--- config.mk ---
export PLATFORM = sky130hd
export DESIGN_NAME = ctrl_pipe_tracker
export DESIGN_NICKNAME = d
export VERILOG_FILES = /design/src/rtl/ctrl_pipe_tracker.sv
export SDC_FILE = /design/constraint.sdc
export NUM_CORES = 1
export LEC_CHECK = 0
export BUFFER_PORTS_ARGS = -buffer_cell sky130_fd_sc_hd__buf_4
export CAP_MARGIN = 30
export CELL_PAD_IN_SITES_DETAIL_PLACEMENT = 1
export CELL_PAD_IN_SITES_GLOBAL_PLACEMENT = 2
export CORE_UTILIZATION = 27
export DETAILED_ROUTE_END_ITERATION = 10
export PLACE_DENSITY_LB_ADDON = 0.12
export SETUP_SLACK_MARGIN = 0.02
export SLEW_MARGIN = 20
export SYNTH_ARGS = -nofsm -noshare
export SYNTH_HDL_FRONTEND = slang
export SYNTH_SLANG_ARGS = --single-unit
--- constraint.sdc ---
create_clock -name clk -period 2 [get_ports clk]
set_input_delay 0.2 -clock clk [delete_from_list [all_inputs] [get_ports clk]]
set_output_delay 0.2 -clock clk [all_outputs]
set_load 0.05 [all_outputs]
--- src/rtl/ctrl_pipe_tracker.sv ---
// ctrl_pipe_tracker: carries the decoded control bundle from ID through the
// EX, MEM and WB pipeline registers. It resolves the load-use stall, the
// branch/jump flush and the multi-cycle div freeze, and drives the PC/IF-ID
// hold and flush controls for the datapath.
module ctrl_pipe_tracker #(
    parameter int DIV_CYCLES = 4
) (
    input  logic        clk,
    input  logic        rst,
    input  logic        id_valid,
    input  logic [10:0] id_ctrl,
    input  logic        id_is_div,
    input  logic        id_uses_rt,
    input  logic [4:0]  id_rs,
    input  logic [4:0]  id_rt,
    input  logic [4:0]  id_rd,
    input  logic        ex_branch_taken,
    output logic        stall,
    output logic        flush_ifid,
    output logic        div_busy,
    output logic [10:0] ex_ctrl,
    output logic [10:0] mem_ctrl,
    output logic [10:0] wb_ctrl,
    output logic [4:0]  ex_dst,
    output logic [4:0]  mem_dst,
    output logic [4:0]  wb_dst,
    output logic        ex_valid,
    output logic        mem_valid,
    output logic        wb_valid
);

    // Bundle bit positions
    localparam int B_REGDST   = 0;
    localparam int B_REGWRITE = 3;
    localparam int B_MEMREAD  = 4;
    localparam int B_BRANCH   = 6;
    localparam int B_JUMP     = 7;

    // Counter reload: remaining frozen cycles after the div first enters EX
    localparam logic [5:0] DIV_LOAD = 6'(DIV_CYCLES - 1);

    logic [10:0] ex_ctrl_q, ex_ctrl_d, mem_ctrl_q, mem_ctrl_d, wb_ctrl_q, wb_ctrl_d;
    logic [4:0]  ex_dst_q, ex_dst_d, mem_dst_q, mem_dst_d, wb_dst_q, wb_dst_d;
    logic        ex_valid_q, ex_valid_d, mem_valid_q, mem_valid_d, wb_valid_q, wb_valid_d;
    logic        ex_div_q, ex_div_d;
    logic [5:0]  cnt_q, cnt_d;

    logic [10:0] cap_ctrl;
    logic [4:0]  cap_dst;
    logic        cap_div;
    logic        load_use;
    logic        take;
    logic        busy;

    // Capture masking: an empty ID slot becomes a clean bubble, never X
    always_comb begin
        cap_ctrl = 11'd0;
        cap_dst  = 5'd0;
        cap_div  = 1'b0;
        if (id_valid) begin
            cap_ctrl = id_ctrl;
            cap_div  = id_is_div;
            if (id_ctrl[B_REGWRITE])
                cap_dst = id_ctrl[B_REGDST] ? id_rd : id_rt;
        end
    end

    // Hazard detection on the instruction currently in EX; silenced during reset
    always_comb begin
        load_use = ~rst & ex_valid_q & ex_ctrl_q[B_MEMREAD] & (ex_dst_q != 5'd0) & id_valid
                   & ((ex_dst_q == id_rs) | (id_uses_rt & (ex_dst_q == id_rt)));
        take     = ~rst & ex_valid_q & ex_ctrl_q[B_BRANCH] & (ex_ctrl_q[B_JUMP] | ex_branch_taken);
        busy     = ~rst & ex_valid_q & ex_div_q & (cnt_q != 6'd0);
    end

    // Next-state with priority div freeze > taken branch > load-use > advance
    always_comb begin
        ex_ctrl_d   = cap_ctrl;
        ex_dst_d    = cap_dst;
        ex_valid_d  = id_valid;
        ex_div_d    = cap_div;
        cnt_d       = cap_div ? DIV_LOAD : 6'd0;
        mem_ctrl_d  = ex_ctrl_q;
        mem_dst_d   = ex_dst_q;
        mem_valid_d = ex_valid_q;
        wb_ctrl_d   = mem_ctrl_q;
        wb_dst_d    = mem_dst_q;
        wb_valid_d  = mem_valid_q;
        if (busy) begin
            ex_ctrl_d   = ex_ctrl_q;
            ex_dst_d    = ex_dst_q;
            ex_valid_d  = ex_valid_q;
            ex_div_d    = ex_div_q;
            cnt_d       = cnt_q - 6'd1;
            mem_ctrl_d  = 11'd0;
            mem_dst_d   = 5'd0;
            mem_valid_d = 1'b0;
        end else if (take || load_use) begin
            ex_ctrl_d   = 11'd0;
            ex_dst_d    = 5'd0;
            ex_valid_d  = 1'b0;
            ex_div_d    = 1'b0;
            cnt_d       = 6'd0;
        end
    end

    // Pipeline registers; reset clears every stage and aborts a pending div
    always_ff @(posedge clk) begin
        if (rst) begin
            ex_ctrl_q   <= 11'd0;
            ex_dst_q    <= 5'd0;
            ex_valid_q  <= 1'b0;
            ex_div_q    <= 1'b0;
            cnt_q       <= 6'd0;
            mem_ctrl_q  <= 11'd0;
            mem_dst_q   <= 5'd0;
            mem_valid_q <= 1'b0;
            wb_ctrl_q   <= 11'd0;
            wb_dst_q    <= 5'd0;
            wb_valid_q  <= 1'b0;
        end else begin
            ex_ctrl_q   <= ex_ctrl_d;
            ex_dst_q    <= ex_dst_d;
            ex_valid_q  <= ex_valid_d;
            ex_div_q    <= ex_div_d;
            cnt_q       <= cnt_d;
            mem_ctrl_q  <= mem_ctrl_d;
            mem_dst_q   <= mem_dst_d;
            mem_valid_q <= mem_valid_d;
            wb_ctrl_q   <= wb_ctrl_d;
            wb_dst_q    <= wb_dst_d;
            wb_valid_q  <= wb_valid_d;
        end
    end

    assign div_busy   = busy;
    assign flush_ifid = take & ~busy;
    assign stall      = busy | (load_use & ~take);
    assign ex_ctrl    = ex_ctrl_q;
    assign mem_ctrl   = mem_ctrl_q;
    assign wb_ctrl    = wb_ctrl_q;
    assign ex_dst     = ex_dst_q;
    assign mem_dst    = mem_dst_q;
    assign wb_dst     = wb_dst_q;
    assign ex_valid   = ex_valid_q;
    assign mem_valid  = mem_valid_q;
    assign wb_valid   = wb_valid_q;

endmodule

* Word-level counts from Yosys, hierarchy flattened
Index checks and enable logic that the tools add are counted.
** Storage, ports and cells
- Input port bits :: 32
- Word-level logic and storage cells :: 48
- Output and inout port bits :: 54
- Register bits after elaboration :: 58
** Operators by class
- Reduce and logical (&&, ||, !) cells :: 4
- Bitwise logic cells :: 18
- Equality and inequality tests :: 2
- Mux-type cells :: 12
- Add/subtract/negate cells :: 1
** Operators with widths (number)
- 11-bit 2-to-1 mux :: 2
- 5-bit 2-to-1 mux :: 4
- 1-bit AND :: 12
- 5-bit equality test :: 2
- 6-bit 2-to-1 mux :: 1
- 6-bit nonzero test :: 1
- 6-bit by 1-bit subtractor with 6-bit output, second input constant :: 1
- 5-bit nonzero test :: 1
- 2-bit 2-to-1 mux :: 2
- 1-bit 2-to-1 mux :: 3
- 1-bit NOT :: 3
- 1-bit bitwise OR :: 3
- 2-bit OR reduction :: 1
- 1-bit logical OR :: 1

* Longest topological paths before layout
Gate-level depths: netlist of the first run.
- Depth after elaboration :: 9
- Gate-level depth with buffers :: 10
- Depth with buffers taken out :: 8

* Least setup slack after synthesis of the first run
No wires, ideal clock.
- Path kind :: register to output
- From :: reg ex_dst_q[4] (netlist: ex_dst[4])
- To :: out stall
- Data arrival time :: 2392 ps
- Path slack :: -592 ps
- Required time :: 1800 ps
- Cell stages (with the launch flop) :: 5
- Cell sequence :: dfxtp_1 > xor2_1 > nor4_1 > a32oi_1 > o21ai_0
** Between the ends
- Cells in the longest elaborated chain, start to end :: 6
** RTL lines
- start, declared :: RTL line 43 : logic [4:0] ex_dst_q, ex_dst_d, mem_dst_q, mem_dst_d, wb_dst_q, wb_dst_d;
- start signal, assigned :: RTL line 123 : ex_dst_q <= ex_dst_d;
- 5-bit equality test or 5-bit nonzero test (tied branches) :: RTL line 71, 70
- 1-bit AND (on tied branches) :: RTL line 71, 70
- 1-bit bitwise OR or 1-bit AND (tied branches) :: RTL line 71, 70
- 1-bit AND * :: RTL line 71 : & ((ex_dst_q == id_rs) | (id_uses_rt & (ex_dst_q == id_rt)));
- 1-bit AND * :: RTL line 138 : assign stall = busy | (load_use & ~take);
- 1-bit bitwise OR * :: RTL line 138
- end, declared :: RTL line 18 : output logic stall,
Mark *: on every way between the ends. The rest lies on a longest branch, timed or not.

* Worst setup path in the final report of the first run
- From :: reg ex_dst_q[1] (netlist: ex_dst[1])
- To :: out stall
Same word-level chain as after synthesis.

==> summary by stage, run 1 <==
Synth
In the post-synthesis netlist, the biggest area contributors are dfxtp_1, nor2b_1, and2_1, xor2_1, a22o_1. The count of flip-flops with a built-in enable after synthesis is 0. Of the post-synthesis cell area, the dominant cell type holds 0.584. In the synthesized netlist, the cells that appear most often are dfxtp_1, nor2b_1, and2_1, xor2_1. The cell type with the highest aggregate area in the netlist is dfxtp_1. The cell count after synthesis is ~180. The Yosys step of the flow raised 0 warnings. The share of flip-flops with an asynchronous set or reset is 0. The netlist uses 31 different library cells. The post-synth design cell area is 1990 sq um. The sequential fraction of the synthesis area is 0.584. For this run, the leading register cell type out of synthesis is dfxtp_1.

In this run the mean area of a mapped cell was about 11 sq um. The post-synthesis net count is 218. The number of flip-flops and latches in the synthesized netlist is just under 60.

Yosys instantiated no cell more often than dfxtp_1.

Final layout
The area occupied by multi-input gates is 850 sq um. The final instance area is 3160 sq um. The fraction of final layout cells sized beyond drive strength 1 is 0.463. The repair_antennas step left the layout with diodes totalling 0.

Summing all flip-flop and latch instances after layout gives approximately 1200 sq um. The layout net count is ~320. The synthesis-to-layout area growth is 58.7%. Counting the fill cells in the layout gives slightly below 800.

Power and ir drop
The worst-case IR drop observed on VDD is about 0.35 mV. The sum of internal, switching and leakage power is approximately 0.0029 W. The leakage component of the power is between 1 and 1.5 nW. The total power divided by cell area is around 910 nW/um^2.

Floorplanning
The die is around 90 um tall. In this run the count of I/O pins placed on the die edge is 86. The initial utilization of the core area, before any placement, comes to 0.286. The core region area is ~6900 sq um. The die boundary width is between 80 and 90 um. The die covers slightly below 8000 sq um. The floorplan has 30 rows.

STA
The clock arrives with 0.00552 ns of skew. Derived from the worst setup path, the maximum achievable clock frequency is 501 MHz. The worst path needs about 2 ns of the cycle, external delays included. Setup total negative slack on the finished layout was measured at 0 ns. The number of hold violations in the final report is 0.

The slew at the pin with the worst max-slew slack is ~0.50 ns. Setup violations remaining at the end of the flow were counted as 0. Setup repair after global routing could not meet its margin everywhere. In the finished design, the share of the clock period the worst path needs comes to 0.999. The total count of max-transition violations in the final report is 0. Headroom to the max-slew limit came out at 0.662.

Detailed routing
The met2 wirelength from detailed routing is ~2600 um. The routed layout has 1630 vias. The total wire length is 5390 um. The met3 routed wirelength is 325 um. The count of nets left with antenna violations once routing finished came out at 0. The initial DRC count is 29. The highest routing layer actually used is met4. The number of iterations in the first detailed-routing pass is 4. The average routed wire per standard cell is ~14 um. For this run, design rule violations remaining after detail routing come to 0.

In the routed layout, each cell is associated on average with a via count of between 4 and 5. The detailed router put a total of between 2000 and 2500 um of wire on met1.

Setup path
The worst setup path is launched from a register. By startpoint and endpoint, the worst setup path is classified as register to output port. On the worst path, the slowest cell contributes a delay of 0.53 ns.

The worst-path maximum fanout is 5. Among all stages on the critical path, the largest delay is contributed by or4_4. The largest delay contributor family on the critical path is simple AND/OR/NAND/NOR gates. The buffering stage count on the worst path with inverters included is 1. The critical path goes through or4_4 -> o2111ai_4 -> nand2b_4 -> o21ai_2 -> buf_6.

The type of destination of the critical path is an output port. The arrival time at the worst endpoint is between 1.5 and 2 ns. STA puts the critical path data required time at approximately 1.8 ns.

GRT
Entering global routing, the biggest net connects 16 pins. Across every metal layer, demand over resource in global routing totals 0.146. Global routing finished with a remaining overflow of 0.

The initial antenna violation count is 0. The wire length of the first global-routing pass is approximately 8000 um. The via count of the first global-routing pass is around 1700.

CTS
The number of levels the H-tree was split into is 3. The clock drives 58 sinks. Buffers inserted during clock tree synthesis total 9. Buffers inserted to repair hold after CTS numbered 0. TritonCTS built the clock tree.

The clock slew at the register clock pins of the worst setup and hold paths is 0.07 ns. The tree is rooted in a clkbuf_8. The maximum buffer depth of the clock tree is 2. Clock latency on the worst-skew pair, taken at its later pin, is between 0.3 and 0.4 ns.

Hold path
The tightest min-delay check is of the input pin to register type.

Status
The flow ran to the end, and the final reports show no timing, DRC or antenna violations.

Place
The congestion estimate from routability-driven global placement came to 0.768. The HPWL after detailed placement is slightly above 4000 um. The count of input and output buffers is 85.

Once placement finished, the instance area stood at approximately 2800 sq um.

Flow run
Max-cap violations in this run came to 0.
cell families (layout without fill, tap and decap cells):
logic type,count (synthesis),count (layout),synth area share
simple gates,65,65,0.184
flops,58,58,0.584
compound gates,29,29,0.106
xor+xnor,14,14,0.0616
buf+inv,11,121,0.0270
mux,5,5,0.0252
fa+ha+maj,2,2,0.0126
final cells by class:
class / instances / area share
well taps: 96 / 0.0380
clock inverters: 4 / 0.0234
flip-flops and latches: 58 / 0.372
clock buffers: 12 / 0.0491
multi-input cells: 115 / 0.269
repair buffers: 101 / 0.244
inverters: 4 / 0.00515
through the flow:
| stage | hold slack, ns | setup WS, ns | util | std cells |
|---|---|---|---|---|
| 6_report | 0.0789 | 0.00291 | 0.455 | 390 |
| 3_5_place_dp | 0.415 | 0.147 | 0.402 | 367 |
| 5_1_grt | 0.0794 | -0.0704 | 0.455 | 390 |
| 3_3_place_gp | 0.411 | 0.150 | 0.402 | 367 |
| 2_1_floorplan | 0.326 | 0.0217 | - | 184 |
| 4_1_cts | 0.0633 | -0.0174 | 0.446 | 388 |
flip-flops by register name (all words and copies together) (netlist names), 5 cells and up:
| name | cells |
|---|---|
| mem_dst | 5 |
| wb_ctrl | 11 |
| wb_dst | 5 |
| ex_ctrl | 11 |
| ex_dst | 5 |
| cnt_q | 6 |
| mem_ctrl | 11 |
placed cells by master (no fill, tap or decap), drive strengths merged, types with 2 or more instances in the layout:
master / netlist / final
a21oi: 3 / 3
a22o: 10 / 10
and2: 18 / 18
buf: 4 / 101
bufinv: 0 / 2
clkbuf: 3 / 12
clkinv: 1 / 3
dfxtp: 58 / 58
ha: 2 / 2
inv: 3 / 3
mux2i: 5 / 5
nand2: 10 / 10
nand2b: 4 / 4
nor2: 8 / 8
nor2b: 19 / 19
nor3: 3 / 3
o211ai: 2 / 2
o21ai: 8 / 8
o22ai: 2 / 2
xnor2: 3 / 3
xor2: 11 / 11
power by group:
group | switching (W) | total (W) | internal, W | leakage (nW)
sequential | 0.0000328 | 0.00124 | 0.00120 | 0.477
combinational | 0.000261 | 0.000427 | 0.000165 | 0.900
clock | 0.000449 | 0.00122 | 0.000770 | 0.117
per-layer routing:
metal  GRT usage  vias to the layer above
met1       0.170                      738
li1            -                      819
met2       0.239                       65
met3      0.0415                        8
met4      0.0849                        0
met5           0                        -
timing repair:
item,in CTS,in global routing
setup endpoints to repair,3,18
buffers inserted,5,2
pin swaps,4,4
endpoints found under the hold margin,0,0
gates resized for setup,13,10
worst paths after layout:
| check | start | end | slack (ns) | cells past startpoint |
|---|---|---|---|---|
| hold reg to reg | mem_dst[0] | wb_dst[0] | 0.47 | 1 |
| hold / removal | id_ctrl[8] | ex_ctrl[8] | 0.08 | 2 |
| setup reg to reg | ex_dst[1] | ex_ctrl[0] | 0.14 | 5 |
| setup / recovery | ex_dst[1] | stall | 0.003 | 5 |
Note: power is estimated with default switching activity, not from simulation.
==> run 2: changes to the inputs <==
--- a/constraint.sdc
+++ b/constraint.sdc
@@ -3,2 +3,2 @@
 set_output_delay 0.2 -clock clk [all_outputs]
-set_load 0.05 [all_outputs]
+set_load 0.1 [all_outputs]
==> run 2 against run 1 <==
The run now ends with negative setup slack left. Worst setup slack got worse by 0.051 ns. Clock-buffer cell count fell by 1. Routed wire length fell by 2.1%. Cell area rose by 2.5%. Fmax fell by 2.5%. Sequential power barely moved. Power rose by 3.6%. Worst hold slack got worse by 0.011 ns. Die area did not move. Sequential cell count did not move. Sequential share of layout area fell by 0.61 points.
==> summary by stage, run 2 (synthesized netlist as in run 1, its figures left out) <==
Final layout
The fraction of final layout cells sized beyond drive strength 1 is 0.486. After filler insertion, the fill cell instance count of the layout stands at approximately 810. In the layout the commonest cells are buf_4, dfxtp_1, and2_1, nor2b_1, xor2_1. The synthesis-to-layout area growth is 62.8%.

Leaving out fill and tap cells, the most frequent cell in the layout is buf_4. 0 antenna diodes ended up in the layout. The number of standard cells in the layout, taps in and fillers out is around 390. The layout net count is roughly 330.

CTS
For this design, the sink count on the clock tree is between 50 and 60. The maximum buffer depth of the clock tree is 2. The cell at the root of the clock tree is clkbuf_8. Buffers inserted during clock tree synthesis total 9. The clock slew at the register clock pins of the worst setup and hold paths is ~0.07 ns.

The clock latency reported for the late side of the worst-skew pair is roughly 0.34 ns. The hold buffer count at CTS is 0. The H-tree was split into 3 levels. The TritonCTS clock tree is done.

STA
The clock arrives with 0.00621 ns of skew. Headroom to the max-slew limit came out at 0.653. The total negative slack for setup checks is -0.0482 ns. The worst path in the final design needs a cycle of 2.05 ns, including I/O delays and setup. The share of the clock period used by the worst path is 1.02. At the pin with the least slew margin, the transition time is roughly 0.52 ns. Setup repair after global routing could not meet its margin everywhere. After layout, the worst setup slack is -0.0482 ns. The total count of max-transition violations in the final report came to 0. The number of hold violations in the final report is 0.

The maximum clock frequency is about 490 MHz. Setup violations remaining at the end of the flow were counted as 1. The final hold slack is 0.0681 ns.

Setup path
The critical path goes through or4_4 -> o2111ai_4 -> nand2b_4 -> o21ai_4 -> buf_12. Counting both buffers and inverters, the worst setup path holds a total of 1. Grouping stages by cell kind, the critical path spends the most delay in simple AND/OR/NAND/NOR gates.

The worst register-to-register path begins at ex_dst[4]. The worst reg2reg path depth is 5. At the worst endpoint, the required time is 1.80 ns. STA classifies the critical path startpoint as a register. The category of the critical setup timing path is register to output port. Along the worst path, the maximum fanout reaches 4. In this run the critical register-to-register path is captured at ex_ctrl[8]. The critical-path cell with the highest stage delay is or4_4.

The launching instance or port of the critical path is ex_dst[4]. The arrival time at the worst endpoint is roughly 1.9 ns. Counting buffers and inverters, the worst setup path is 5 cells deep. Across all register-to-register paths, the minimum setup slack is 0.14 ns.

The destination of the critical timing path is stall. The worst setup path is captured at an output port. The critical path's largest stage delay is ~0.54 ns.

Power and ir drop
Of the total power, the clock network draws 0.387. Of the total power, combinational logic draws 0.199. For this design the total switching power over the nets is a little over 0.0009 W. Of the total power, the share spent switching nets is 0.312. The power share of the sequential group is 0.414. The largest voltage drop on the vdd net is 0.299 mV. The leakage component of the power is about 1.5 nW. The total power divided by cell area is a little over 900 nW/um^2.

Cell internal power was estimated by the tool at approximately 0.002 W. The completed layout was analyzed and its total power is approximately 0.003 W.

Detailed routing
After detailed routing, the number of remaining DRC violations is 0. Dividing the detail-routed wire length by the instance count gives approximately 13 um. The count of nets left with antenna violations once routing finished came out at 0. The initial DRC count is 38.

The total via count after detailed routing is 1661. For this block, the routed nets add up to 5280 um of wire. The number of iterations in the first detailed-routing pass is 4.

The via count normalized by instance count is 4.24.

Floorplanning
The core region is ~6900 sq um. The standard-cell row count is 30. The die area is ~7700 sq um. The effective utilization at floorplan is 0.286. The height of the die is 87.8 um. The count of pins on the block boundary is 86.

The die boundary width is between 80 and 90 um.

GRT
The total overflow left after global routing is 0. Entering global routing, the biggest net connects 23 pins. The initial antenna violation count is 0. The first global-routing pass estimated around 8000 um of wire.

In the global route stage, overall resource usage came out at 0.142. The via count of the first global-routing pass is approximately 1600.

Hold path
The worst hold path passes through 2 cells. The path class of the tightest hold or removal check is input pin to register.

Status
The run finished, with violations left. The checks that failed: negative setup slack.

Flow run
The number of maximum-capacitance constraint violations is 0.

Place
At the end of routability-driven placement, the weighted congestion stood at 0.788. During placement, the flow inserted port buffers numbering 85. The estimated wirelength of the detail-placed design is roughly 4000 um.

At the placement stage, the worst setup path has a slack of about 0.13 ns. Once placement completed, the tool counted placed cells totaling around 370.
-- run 2: cell count changes in the layout (fill, tap and decap cells not counted), moves of 2 or more --
cell,delta
buf_12,+4
dfxtp_1,-4
clkinvlp_4,+2
dfxtp_4,+2
dfxtp_2,+2
-- run 2: metal layers --
metal	share of wire	up-vias	routed length, um	global-route usage
met5	0	-	0	0
met4	0.016	0	85	0.0537
met3	0.072	9	382	0.0622
met2	0.45	66	2390	0.220
met1	0.46	758	2420	0.175
li1	-	828	-	-
-- run 2: area by class of cell --
class                      count  area [sq um]  share of cell area
clock buffer                  11           163              0.0502
clock inverter                 5          58.8              0.0182
inverter                       4          20.0             0.00618
multi-input combinational    115           870               0.269
sequential                    58          1180               0.366
tap                           96           120              0.0371
timing repair buffer         103           823               0.254
-- run 2: worst min path at each step --
stage	startpoint	end	slack [ns]
finish	id_ctrl[2]	ex_ctrl[2]	0.07
global placement	id_ctrl[10]	ex_ctrl[10]	0.41
global route	id_ctrl[2]	ex_ctrl[2]	0.04
CTS	id_ctrl[2]	ex_ctrl[2]	0.05
detailed placement	id_ctrl[2]	ex_ctrl[2]	0.41
floorplan	id_ctrl[4]	ex_ctrl[4]	0.33
-- run 2: metrics by stage --
stage,instance area [sq um],util
after detailed placement,2800,0.404
after global placement,2800,0.404
final,3240,0.466
after global routing,3240,0.466
after floorplan,2050,-
after CTS,3140,0.452
-- run 2: power by group through the flow --
| stage | Combinational (W) | Sequential (W) | Clock [W] |
|---|---|---|---|
| finish | 0.000594 | 0.00123 | 0.00116 |
| global route | 0.000620 | 0.00124 | 0.00126 |
| CTS | 0.000587 | 0.00123 | 0.00120 |
| detailed placement | 0.000574 | 0.00126 | 0 |
| global placement | 0.000573 | 0.00126 | 0 |
| floorplan | 0.000101 | 0.00158 | 0 |
-- run 2: repair_timing --
action,4_1_cts,5_1_grt
gates resized for setup,14,11
buffers inserted,7,4
endpoints found under the setup margin,3,19
pin swaps,4,6
